### src/rtl/in_port_pkg.sv
// Shared types and default sizes for the buffered input-port front end.
// Latency: n/a (types and constants only).
// Backpressure: n/a.
package in_port_pkg;

    localparam int DEF_WIDTH  = 8;
    localparam int DEF_DEPTH  = 4;
    localparam int DEF_THRESH = 2;

    // Interrupt request sequencer states
    typedef enum logic [1:0] {
        IDLE = 2'd0,
        REQ  = 2'd1,
        SERV = 2'd2
    } irq_state_t;

endpackage

### src/rtl/fifo_sync.sv
// Single-clock circular FIFO with fill count; head entry is presented combinationally.
// Latency: a pushed byte is visible at head on the cycle after its push edge when the FIFO was empty.
// Backpressure: the caller qualifies push with ~full and pop with ~empty; both may happen in one cycle.
module fifo_sync #(
    parameter int WIDTH = 8,
    parameter int DEPTH = 4
) (
    input  logic                     clk,
    input  logic                     reset,
    input  logic                     push,
    input  logic [WIDTH-1:0]         wr_data,
    input  logic                     pop,
    output logic [WIDTH-1:0]         head,
    output logic [$clog2(DEPTH):0]   count,
    output logic                     full,
    output logic                     empty
);

    localparam int AW = $clog2(DEPTH);
    localparam int CW = AW + 1;

    logic [WIDTH-1:0] mem [DEPTH];
    logic [AW-1:0]    wr_ptr;
    logic [AW-1:0]    rd_ptr;

    assign full  = (count == CW'(DEPTH));
    assign empty = (count == '0);
    // An empty FIFO drives zero rather than a stale entry
    assign head  = empty ? '0 : mem[rd_ptr];

    // Storage write; contents need no reset because count gates visibility
    always_ff @(posedge clk) begin
        if (push) begin
            mem[wr_ptr] <= wr_data;
        end
    end

    // Pointers wrap naturally since DEPTH is a power of two
    always_ff @(posedge clk) begin
        if (!reset) begin
            wr_ptr <= '0;
            rd_ptr <= '0;
            count  <= '0;
        end else begin
            if (push) wr_ptr <= wr_ptr + AW'(1);
            if (pop)  rd_ptr <= rd_ptr + AW'(1);
            case ({push, pop})
                2'b10:   count <= count + CW'(1);
                2'b01:   count <= count - CW'(1);
                default: count <= count;
            endcase
        end
    end

endmodule

### src/rtl/in_port_fifo.sv
// Input-port front end: buffers producer bytes, shows head on e_port, pulses int_req while data is pending.
// Latency: push-to-e_port 1 edge; push-to-int_req 2 edges. Optional macro IN_PORT_THRESH_EN raises the level to THRESH.
// Backpressure: ext_ready drops while full or in reset; bytes offered while full are dropped and flag overflow.
module in_port_fifo
    import in_port_pkg::*;
#(
    parameter int WIDTH  = DEF_WIDTH,
    parameter int DEPTH  = DEF_DEPTH,
    parameter int THRESH = DEF_THRESH
) (
    input  logic                    clk,
    input  logic                    reset,
    input  logic [WIDTH-1:0]        ext_data,
    input  logic                    ext_valid,
    output logic                    ext_ready,
    input  logic                    rd_en,
    output logic [WIDTH-1:0]        e_port,
    output logic                    int_req,
    input  logic                    int_ack,
    output logic [$clog2(DEPTH):0]  count,
    output logic                    overflow
);

    localparam int CW = $clog2(DEPTH) + 1;

    if (DEPTH < 2 || (DEPTH & (DEPTH - 1)) != 0) begin : g_bad_depth
        $error("in_port_fifo: DEPTH must be a power of two and at least 2");
    end
    if (THRESH < 1 || THRESH > DEPTH) begin : g_bad_thresh
        $error("in_port_fifo: THRESH must lie in 1..DEPTH");
    end

    logic       full;
    logic       empty;
    logic       do_push;
    logic       do_pop;
    logic       pend;
    irq_state_t state;
    irq_state_t state_nxt;

    assign ext_ready = reset & ~full;
    assign do_push   = ext_valid & ext_ready;
    // A read of an empty port is harmless: nothing moves
    assign do_pop    = rd_en & ~empty;

`ifdef IN_PORT_THRESH_EN
    localparam int LVL = THRESH;
    // A full FIFO always asks for service, even if THRESH is never reached by count alone
    assign pend = (count >= CW'(LVL)) | full;
`else
    localparam int LVL = 1;
    assign pend = (count >= CW'(LVL));
`endif

    fifo_sync #(
        .WIDTH (WIDTH),
        .DEPTH (DEPTH)
    ) u_fifo (
        .clk     (clk),
        .reset   (reset),
        .push    (do_push),
        .wr_data (ext_data),
        .pop     (do_pop),
        .head    (e_port),
        .count   (count),
        .full    (full),
        .empty   (empty)
    );

    // Sticky drop flag; a new drop in the ack cycle keeps it set
    always_ff @(posedge clk) begin
        if (!reset) begin
            overflow <= 1'b0;
        end else if (ext_valid & ~ext_ready) begin
            overflow <= 1'b1;
        end else if (int_ack) begin
            overflow <= 1'b0;
        end
    end

    // Interrupt sequencer state register
    always_ff @(posedge clk) begin
        if (!reset) begin
            state <= IDLE;
        end else begin
            state <= state_nxt;
        end
    end

    // Next state and the single-cycle request pulse
    always_comb begin
        state_nxt = state;
        int_req   = 1'b0;
        case (state)
            IDLE: begin
                if (pend) state_nxt = REQ;
            end
            REQ: begin
                int_req   = 1'b1;
                state_nxt = SERV;
            end
            SERV: begin
                if (int_ack) state_nxt = IDLE;
            end
            default: state_nxt = IDLE;
        endcase
    end

endmodule
### config.mk
export PLATFORM = sky130hd
export DESIGN_NAME = in_port_fifo
export DESIGN_NICKNAME = d
export VERILOG_FILES = /design/src/rtl/in_port_pkg.sv /design/src/rtl/fifo_sync.sv /design/src/rtl/in_port_fifo.sv
export SDC_FILE = /design/constraint.sdc
export NUM_CORES = 1
export LEC_CHECK = 0
export BUFFER_PORTS_ARGS = -buffer_cell sky130_fd_sc_hd__buf_2
export CAP_MARGIN = 10
export CORE_MARGIN = 2
export CORE_UTILIZATION = 30
export DETAILED_ROUTE_END_ITERATION = 10
export MAX_ROUTING_LAYER = met4
export RECOVER_POWER = 50
export REMOVE_ABC_BUFFERS = 1
export SLEW_MARGIN = 20
export SYNTH_ARGS = -nofsm -noshare
export SYNTH_HDL_FRONTEND = slang
export SYNTH_SLANG_ARGS = --single-unit
### constraint.sdc
create_clock -name clk -period 3.7 [get_ports clk]
set_input_delay 0 -clock clk [delete_from_list [all_inputs] [get_ports clk]]
set_output_delay 0 -clock clk [all_outputs]
set_load 0.05 [all_outputs]
==> flow_summary.toml <==
[synth]
ys_warn_count = 0
ys_ff_latch = 44
synth_area_um2 = 1897
syn_avg_cell_area_um2 = 16.07
ys_seq_area_frac = 0.6332
synthDistinctLibCells = 28
synthCells = 118

[routing]
via_per_inst = 4.701
routed_wirelength_um = 3468
drc = 0
vias = 1100
dr.pass1.iters = 4
ant_nets = 0
drt_iter0_drc = 62
wire_per_inst_um = 14.82

[clocking]
cts_resized = 0
ctsHtreeMaxLevel = 2
numCtsBuffers = 5
clkTransAtPathRegs_ns = 0.08
clock-sinks = 44
cts_root_buffer = "clkbuf_8"
tritoncts = "done"
clk_latency_ns = 0.29
cts_setup_buffers = 0
cts_buffer_depth = 2

[setup_path]
crit_fanout = 8
slowest_stage = "a21boi_0"
r2r-start = "u_fifo.count[0]"
worstPathRequired_ns = 3.92
cp-start-kind = "register"
timing.critical_path.buf_inv = 2
crit_arrival_ns = 2.91
worstPathCellList = "inv_1, ha_1, a21boi_0, and2_0, inv_1, ha_1, or3_1, a21oi_1"
max_stage_delay_ns = 0.60
critical_path.startpoint = "u_fifo.count[0]"
crit_family = "compound AO/OA/AOI/OAI gates"
end_kind = "register"
crit_type = "register to register"

[timing]
timing.final.crit_share = 0.7261
rsz0062_at_grt = "false"
hold_violations = 0
slew_viol_final = 0
setup_violations = 0
relSlewSlack = 0.2799
min_period_ns = 2.686
fin_ws_ns = 1.014
worst_pin_slew_ns = 1.075
fmax_ghz = 0.3722
skew_ns = 0.003394
tns_ns = 0

[finish]
final_common_cell = "edfxtp_1"
diodes = 0
drive_above_1_share = 0.2264
final_cell_mix = "edfxtp_1 (32), clkbuf_1 (15), dfxtp_1 (12), buf_2 (11), dlygate4sd3_1 (10)"
area_delta_synth_final_pct = 20.51
fin_nets = 180

[floorplan]
fp.dieArea_um2 = 6975
core_um2 = 6026
dieHeight_um = 83.52
io_pins = 27
rows = 28
initial_utilization = 0.3148
dieWidth_um = 83.52

[power]
power_switching_mw = 0.6900
power_density_nw_per_um2 = 746.7
comb_power_share = 0.410
pwr-share-seq = 0.373
ir_worst_vdd_uv = 551.9
p_sw_frac = 0.4042
leakagePower_nw = 0.8270
internal_power_mw = 1.017
clockPowerShare = 0.217

[hold_path]
hp-class = "input port to register"
min_from = "ext_valid"

[place]
place.gp.congestion = 0.7473
hpwlAfterDp_um = 2464
place_ws_ns = 1.030
io_buffers = 26

[global_routing]
grtUsageTotal = 0.1103
grt_pass1_vias = 1228
grt_overflow = 0
grt_pass1_wl_um = 5851
antenna_found_initial = 0
grt_max_degree = 16

[run]
cap_violations = 0

[outcome]
status = "finished clean"
-- worst min-delay path, stage by stage --
cell	delay [ns]
buf_2	0.14
nand3_1	0.08
o21ai_1	0.05
-- power groups by stage --
stage | Clock, mW | Sequential (mW) | Combinational (mW)
after floorplan | 0 | 0.682 | 0.516
after global placement | 0 | 0.644 | 0.677
after detailed placement | 0 | 0.653 | 0.708
after CTS | 0.379 | 0.642 | 0.719
after global routing | 0.409 | 0.649 | 0.753
final | 0.370 | 0.637 | 0.699
-- per-layer routing --
metal / routed length (um) / vias up / global-route usage
li1: - / 515 / -
met4: 10 / 0 / 0.02933
met2: 1816 / 32 / 0.1928
met3: 181 / 2 / 0.03660
met1: 1460 / 551 / 0.1211
met5: 0 / - / -
-- path summary, 6_finish.rpt --
| path | slack, ns | cells past startpoint | end |
|---|---|---|---|
| hold reg to reg | 0.45 | 1 | state[0] |
| setup / recovery | 1.01 | 8 | u_fifo.count[2] |
| setup reg to reg | 1.01 | 8 | u_fifo.count[2] |
| hold / removal | 0.02 | 3 | u_fifo.wr_ptr[0] |
-- Yosys cell counts --
| master | count | area [um^2] |
|---|---|---|
| mux2i_1 | 2 | 20.02 |
| nand2b_1 | 2 | 12.51 |
| nand3_1 | 3 | 15.01 |
| xor2_1 | 2 | 17.52 |
| nand2_1 | 2 | 7.510 |
| or3_1 | 2 | 12.51 |
| inv_1 | 6 | 22.52 |
| nor4_1 | 2 | 12.51 |
| and3_1 | 4 | 25.02 |
| o21ai_1 | 2 | 10.01 |
| dfxtp_1 | 12 | 240.2 |
| o21ai_0 | 1 | 5.000 |
| clkinv_1 | 1 | 3.750 |
| nor2b_4 | 8 | 110.1 |
| edfxtp_1 | 32 | 960.9 |
| a21boi_2 | 1 | 11.26 |
| mux4_2 | 8 | 180.2 |
| buf_6 | 2 | 22.52 |
| nor2b_1 | 1 | 6.260 |
| clkbuf_2 | 1 | 5.000 |
| ha_1 | 9 | 112.6 |
| nor2b_2 | 1 | 8.760 |
| o31ai_1 | 1 | 7.510 |
| a21oi_1 | 4 | 20.02 |
| and2_1 | 1 | 6.260 |
| a211oi_1 | 1 | 7.510 |
| nor3b_1 | 2 | 15.01 |
| nor2_1 | 5 | 18.77 |
-- area by class of cell --
| class | count | area [um^2] |
|---|---|---|
| inverters | 7 | 26.28 |
| well taps | 75 | 93.84 |
| clock buffers | 5 | 68.82 |
| multi-input cells | 64 | 638.1 |
| repair buffers | 36 | 211.5 |
| flip-flops and latches | 44 | 1201 |
| clock inverters | 3 | 46.29 |
| fillers | 580 | 3740 |
-- registers in the layout, indices dropped and copies added (netlist names), named ones only --
register,count
u_fifo.mem,32
u_fifo.rd_ptr,2
overflow,1
u_fifo.wr_ptr,2
state,2
u_fifo.count,3
-- per-stage QoR --
stage / utilization / cell area [um^2] / total power, mW / hold WS (ns) / cells
after floorplan: - / 1869 / 1.198 / 0.09887 / 115
after global placement: 0.3474 / 2093 / 1.321 / 0.2142 / 216
after detailed placement: 0.3474 / 2093 / 1.361 / 0.2230 / 216
after CTS: 0.3831 / 2308 / 1.740 / 0.01265 / 234
after global routing: 0.3794 / 2286 / 1.811 / 0.03418 / 234
final: 0.3794 / 2286 / 1.707 / 0.01853 / 234
-- logic make-up after synthesis --
kind of cell / count (synthesis) / share of synthesized area
flip-flops: 44 / 0.6332
AND/OR/NAND/NOR: 33 / 0.1319
XOR/XNOR: 2 / 0.009237
multiplexers: 10 / 0.1055
AO/OA/AOI/OAI: 10 / 0.03232
buffers and inverters: 10 / 0.02836
adder cells (fa/ha/maj): 9 / 0.05937
-- timing repair --
| item | in CTS | in global routing |
|---|---|---|
| hold buffers | 10 | 0 |
| hold endpoints to repair | 34 | 0 |
| setup endpoints to repair | 0 | 0 |
(Power assumes the default switching activity.)
